<file path="src/rtl/decoder_select_sequencer_if.sv">
// decoder_select_sequencer_if: control inputs and decoder-select outputs of the scan sequencer
interface decoder_select_sequencer_if;
    logic       start;
    logic       stop;
    logic       hold;
    logic       mode;
    logic       dir;
    logic       load;
    logic [1:0] load_val;
    logic       x;
    logic       y;
    logic       step;
    logic       wrap;
    logic       busy;
    modport master (output start, stop, hold, mode, dir, load, load_val, input x, y, step, wrap, busy);
    modport slave  (input start, stop, hold, mode, dir, load, load_val, output x, y, step, wrap, busy);
endinterface

</file>
<file path="src/rtl/decoder_select_sequencer.sv">
// decoder_select_sequencer: steps the 2-to-4 decoder select (x,y) through all lines at a prescaled rate
module decoder_select_sequencer #(
    parameter int PRESCALE = 4,
    parameter int CW       = 8
) (
    input logic                        clk,
    input logic                        rst,
    decoder_select_sequencer_if.slave  bus
);
    typedef enum logic [1:0] {IDLE, RUN, STOP} state_t;
    localparam logic [CW-1:0] LAST = CW'(PRESCALE - 1);
    state_t        r_state, w_state_nx;
    logic [CW-1:0] r_cnt, w_cnt_nx;
    logic [1:0]    r_idx, w_idx_nx;
    logic [1:0]    r_xy, w_xy_nx;
    logic          r_step, r_wrap;
    logic          w_tick, w_wrap_nx;
    function automatic logic [1:0] enc(input logic [1:0] i, input logic g);
        return g ? (i ^ {1'b0, i[1]}) : i;
    endfunction
    always_comb begin
        w_tick     = (r_state != IDLE) && !bus.hold && (r_cnt == LAST);
        w_wrap_nx  = w_tick && (bus.dir ? (r_idx == 2'd0) : (r_idx == 2'd3));
        w_state_nx = r_state;
        w_cnt_nx   = r_cnt;
        w_idx_nx   = r_idx;
        w_xy_nx    = r_xy;
        if (r_state == IDLE) begin
            if (bus.load) begin
                w_idx_nx = bus.load_val;
                w_xy_nx  = enc(bus.load_val, bus.mode);
            end
            if (bus.start) begin
                w_state_nx = RUN;
                w_cnt_nx   = '0;
            end
        end else begin
            if (w_tick) begin
                w_cnt_nx = '0;
                w_idx_nx = bus.dir ? r_idx - 2'd1 : r_idx + 2'd1;
                w_xy_nx  = enc(w_idx_nx, bus.mode);
            end else if (!bus.hold) begin
                w_cnt_nx = r_cnt + 1'b1;
            end
            // a wrapping step ends a stopping sweep even if start arrives with it
            if (r_state == RUN && bus.stop)
                w_state_nx = STOP;
            else if (r_state == STOP && w_wrap_nx)
                w_state_nx = IDLE;
            else if (r_state == STOP && bus.start)
                w_state_nx = RUN;
        end
    end
    always_ff @(posedge clk) begin
        if (rst) begin
            r_state <= IDLE;
            r_cnt   <= '0;
            r_idx   <= '0;
            r_xy    <= '0;
            r_step  <= 1'b0;
            r_wrap  <= 1'b0;
        end else begin
            r_state <= w_state_nx;
            r_cnt   <= w_cnt_nx;
            r_idx   <= w_idx_nx;
            r_xy    <= w_xy_nx;
            r_step  <= w_tick;
            r_wrap  <= w_wrap_nx;
        end
    end
    assign bus.x    = r_xy[1];
    assign bus.y    = r_xy[0];
    assign bus.step = r_step;
    assign bus.wrap = r_wrap;
    assign bus.busy = (r_state != IDLE);
endmodule

</file>
<file path="src/flat_wrapper.sv">
// flat-port wrapper written by rule: the top's interface ports become plain ports
module decoder_select_sequencer_flat 
#(
    parameter int PRESCALE = 4,
    parameter int CW       = 8
)
  (clk, rst, bus_start, bus_stop, bus_hold, bus_mode, bus_dir, bus_load, bus_load_val, bus_x, bus_y, bus_step, bus_wrap, bus_busy);
  decoder_select_sequencer_if bus_i ();
  input logic clk;
  input logic rst;
  input wire logic [$bits(bus_i.start)-1:0] bus_start;
  input wire logic [$bits(bus_i.stop)-1:0] bus_stop;
  input wire logic [$bits(bus_i.hold)-1:0] bus_hold;
  input wire logic [$bits(bus_i.mode)-1:0] bus_mode;
  input wire logic [$bits(bus_i.dir)-1:0] bus_dir;
  input wire logic [$bits(bus_i.load)-1:0] bus_load;
  input wire logic [$bits(bus_i.load_val)-1:0] bus_load_val;
  output wire logic [$bits(bus_i.x)-1:0] bus_x;
  output wire logic [$bits(bus_i.y)-1:0] bus_y;
  output wire logic [$bits(bus_i.step)-1:0] bus_step;
  output wire logic [$bits(bus_i.wrap)-1:0] bus_wrap;
  output wire logic [$bits(bus_i.busy)-1:0] bus_busy;
  assign bus_i.start = bus_start;
  assign bus_i.stop = bus_stop;
  assign bus_i.hold = bus_hold;
  assign bus_i.mode = bus_mode;
  assign bus_i.dir = bus_dir;
  assign bus_i.load = bus_load;
  assign bus_i.load_val = bus_load_val;
  assign bus_x = bus_i.x;
  assign bus_y = bus_i.y;
  assign bus_step = bus_i.step;
  assign bus_wrap = bus_i.wrap;
  assign bus_busy = bus_i.busy;
  decoder_select_sequencer #(.PRESCALE(PRESCALE), .CW(CW)) u_core (.clk(clk), .rst(rst), .bus(bus_i));
endmodule
</file>
<file path="config.mk">
export PLATFORM = sky130hd
export DESIGN_NAME = decoder_select_sequencer_flat
export DESIGN_NICKNAME = d
export VERILOG_FILES = /design/src/rtl/decoder_select_sequencer_if.sv /design/src/rtl/decoder_select_sequencer.sv /design/src/flat_wrapper.sv
export SDC_FILE = /design/constraint.sdc
export NUM_CORES = 1
export LEC_CHECK = 0
export BUFFER_PORTS_ARGS = -buffer_cell sky130_fd_sc_hd__buf_2
export CAP_MARGIN = 10
export CELL_PAD_IN_SITES_DETAIL_PLACEMENT = 1
export CELL_PAD_IN_SITES_GLOBAL_PLACEMENT = 2
export CORE_MARGIN = 2
export CORE_UTILIZATION = 28
export DETAILED_ROUTE_END_ITERATION = 7
export PLACE_DENSITY = 0.82
export SKIP_LAST_GASP = 1
export SLEW_MARGIN = 20
export SYNTH_ARGS = -nofsm -noshare
export SYNTH_HDL_FRONTEND = slang
export SYNTH_SLANG_ARGS = --single-unit
</file>
<file path="constraint.sdc">
create_clock -name clk -period 1.6 [get_ports clk]
set_input_delay 0.24 -clock clk [delete_from_list [all_inputs] [get_ports clk]]
set_output_delay 0.24 -clock clk [all_outputs]
set_load 0.02 [all_outputs]
</file>
==> flow_metrics.env <==
export IMPL_utilization_pct=37.43
export IMPL_synth_xor_area_share_pct=3.236
export IMPL_reg2reg_slack_ns=0.07
export IMPL_synth_top_area_cell="dfxtp_1"
export IMPL_synth_compound_area_share_pct=26.04
export IMPL_ys_warn_count=0
export IMPL_reg2reg_from="u_core.r_cnt[0]"
export IMPL_synth_avg_cell_area_um2=8.639
export IMPL_grt_pass1_vias=800
export IMPL_design_die_area_mm2=0.003347
export IMPL_crit_required_ns=1.83
export IMPL_power_mw=0.7774
export IMPL_synth_top_family_by_area="simple AND/OR/NAND/NOR gates"
export IMPL_post_dp_cell_area_um2=969.7
export IMPL_report_final_hold_viol_count=0
export IMPL_fillers=342
export IMPL_worstSetupStartpointType="flip-flop"
export IMPL_clk_latency_ns=0.28
export IMPL_power_density_mw_per_mm2=753.1
export IMPL_tightest_slew_ns=0.2969
export IMPL_final_period_utilization_pct=95.56
export IMPL_overflow=0
export IMPL_syn_nets=105
export IMPL_root_buffer="clkbuf_4"
export IMPL_clockBufferDepth=2
export IMPL_dp_cells=145
export IMPL_boundaryPins=15
export IMPL_r2r_cells=5
export IMPL_via_per_inst=5.609
export IMPL_port_buffers=14
export IMPL_min_period_ns=1.529
export IMPL_hpwl_mm=1.710
export IMPL_grt_total_usage_pct=14.71
export IMPL_cp_max_fo=5
export IMPL_synth_fa_ha_area_share_pct=1.541
export IMPL_critPathKind="flip-flop to flip-flop"
export IMPL_min_delay_start="bus_load_val[1]"
export IMPL_synth_top_area_share_pct=36.98
export IMPL_synth_common_cells="dfxtp_1, a21oi_1, nand3_1"
export IMPL_postLayoutCellArea_mm2=0.001032
export IMPL_syn_inst=94
export IMPL_drt_wl_total_mm=2.263
export IMPL_ys_async_sr_fraction_pct=0
export IMPL_maxCapViolCount=0
export IMPL_synth_area_leaders="dfxtp_1, a21oi_1, nand3_1"
export IMPL_grt_pass1_wl_mm=3.808
export IMPL_ant_nets=0
export IMPL_setup_tns_ns=0
export IMPL_fin_nets=132
export IMPL_vias=847
export IMPL_finalMaxSlewViolations=0
export IMPL_cts_hold_buf=0
export IMPL_finalSetupViolCount=0
export IMPL_hold_end="u_core.r_xy[1]"
export IMPL_hold_path_class="primary input to flip-flop"
export IMPL_grt_antenna_before_repair=0
export IMPL_status="completed"
export IMPL_place_congestion=0.7211
export IMPL_seq_area_frac_synth_pct=36.98
export IMPL_wl_per_cell_um=14.99
export IMPL_rsz0062_at_grt="true"
export IMPL_synth_mux_area_share_pct=1.233
export IMPL_drt_iter0_drc=11
export IMPL_diodes=0
export IMPL_drc=0
export IMPL_synth_edf_count=0
export IMPL_rows=19
export IMPL_end_kind="flip-flop"
export IMPL_grt_max_degree=16
export IMPL_die_height_um=57.85
export IMPL_dieWidth_um=57.85
export IMPL_cts_sinks=15
export IMPL_drive_gt1_share_pct=33.33
export IMPL_worstReg2RegEnd="u_core.r_xy[0]"
export IMPL_cts_tree="done"
export IMPL_arrival_ns=1.76
export IMPL_cts_buffers=3
export IMPL_start_util_pct=29.45
export IMPL_ys_ff_latch=15
export IMPL_drt_first_pass_iters=4
export IMPL_ir_worst_vdd_uv=311.0
export IMPL_hold_path_cell_count=3
export IMPL_core_area_mm2=0.002758
export IMPL_fin_skew_ns=0.005418
export IMPL_synth_cell_area_um2=812.0
export IMPL_synth_most_common_cell="dfxtp_1"
export IMPL_slew_headroom_pct=79.95
export IMPL_clk_pin_slew_worst_paths_ns=0.09
export IMPL_synthFlopType="dfxtp_1"
export IMPL_leakagePower_nw=0.3926
export IMPL_fin_cells=151
export IMPL_fmax_mhz=654.0
export IMPL_yosys_area_share_simple_pct=29.58
export IMPL_htree_levels=1
export IMPL_synth_cell_types=36
export IMPL_synthToLayoutAreaGrowth_pct=27.12
sequential cells by signal (all words and copies together), names as in the netlist:
register / cells
u_core.bus.step: 1
u_core.bus.wrap: 1
u_core.r_cnt: 8
u_core.r_idx: 1
u_core.r_state: 2
u_core.r_xy: 2
cells in the final DEF, fill, tap and decap left out, types with 3 or more instances in the layout:
cell type  count
nand2_1        8
a21oi_1        9
buf_4          8
clkbuf_4       3
dfxtp_1       11
buf_2         14
nor3_1         6
o21ai_0        4
nand3_1        9
dfxtp_2        4
nor2_1         6
where the power goes:
part           internal [mW]  switching (mW)  total (mW)
clock                 0.0968           0.124       0.221
combinational         0.0656          0.0869       0.153
sequential             0.387          0.0174       0.404
worst max-delay path: stages (launching register included):
cell and delay, ns:
dfxtp_2 0.37, ha_4 0.14, nor4b_4 0.27, nand3_2 0.18
a221o_1 0.40, a21oi_2 0.13
worst max-delay path by stage:
stage                         start        endpoint  slack [ns]
global route        u_core.r_cnt[0]  u_core.r_xy[0]       -0.02
CTS                 u_core.r_cnt[0]  u_core.r_xy[0]        0.03
global placement    u_core.r_cnt[1]  u_core.r_xy[0]        0.09
finish              u_core.r_cnt[0]  u_core.r_xy[0]        0.07
floorplan           u_core.r_cnt[0]  u_core.r_xy[0]       0.007
detailed placement  u_core.r_cnt[1]  u_core.r_xy[0]        0.02
metal layers:
metal,track usage [%],routed length [µm]
met1,19.81,1110
met5,0,0
met2,23.21,1068
met4,5.980,19
met3,2.679,64
stage by stage:
| stage | worst slack (ns) | hold slack (ns) |
|---|---|---|
| after floorplan | 0.006513 | 0.3121 |
| after global placement | 0.08706 | 0.4667 |
| after detailed placement | 0.02379 | 0.4612 |
| after CTS | 0.02823 | 0.1934 |
| after global routing | -0.01881 | 0.2034 |
| final | 0.07100 | 0.2000 |
area by class of cell:
class / instances / area, µm² / area share (%)
clock buffer: 4 / 26.28 / 2.545
inverter: 2 / 7.507 / 0.7273
multi-input combinational: 76 / 513.0 / 49.70
sequential: 15 / 305.3 / 29.58
tap: 31 / 38.79 / 3.758
timing repair buffer: 23 / 141.4 / 13.70
what timing repair did:
action                                  in CTS  in global routing
endpoints found under the setup margin       1                  7
gates cloned                                 0                  0
hold endpoints to repair                     0                  0
gates resized for setup                      1                  6
pin swaps                                    1                  3
buffers inserted                             0                  2
cells by family after synthesis:
logic type,count (synthesis)
DFF,15
muxes,1
AOI/OAI and AO/OA,30
adders and majority gates,1
xor gates and xnor gates,3
and+or+nand+nor,41
buffers and inverters,3
No activity file was read; power rests on OpenSTA's default activity.
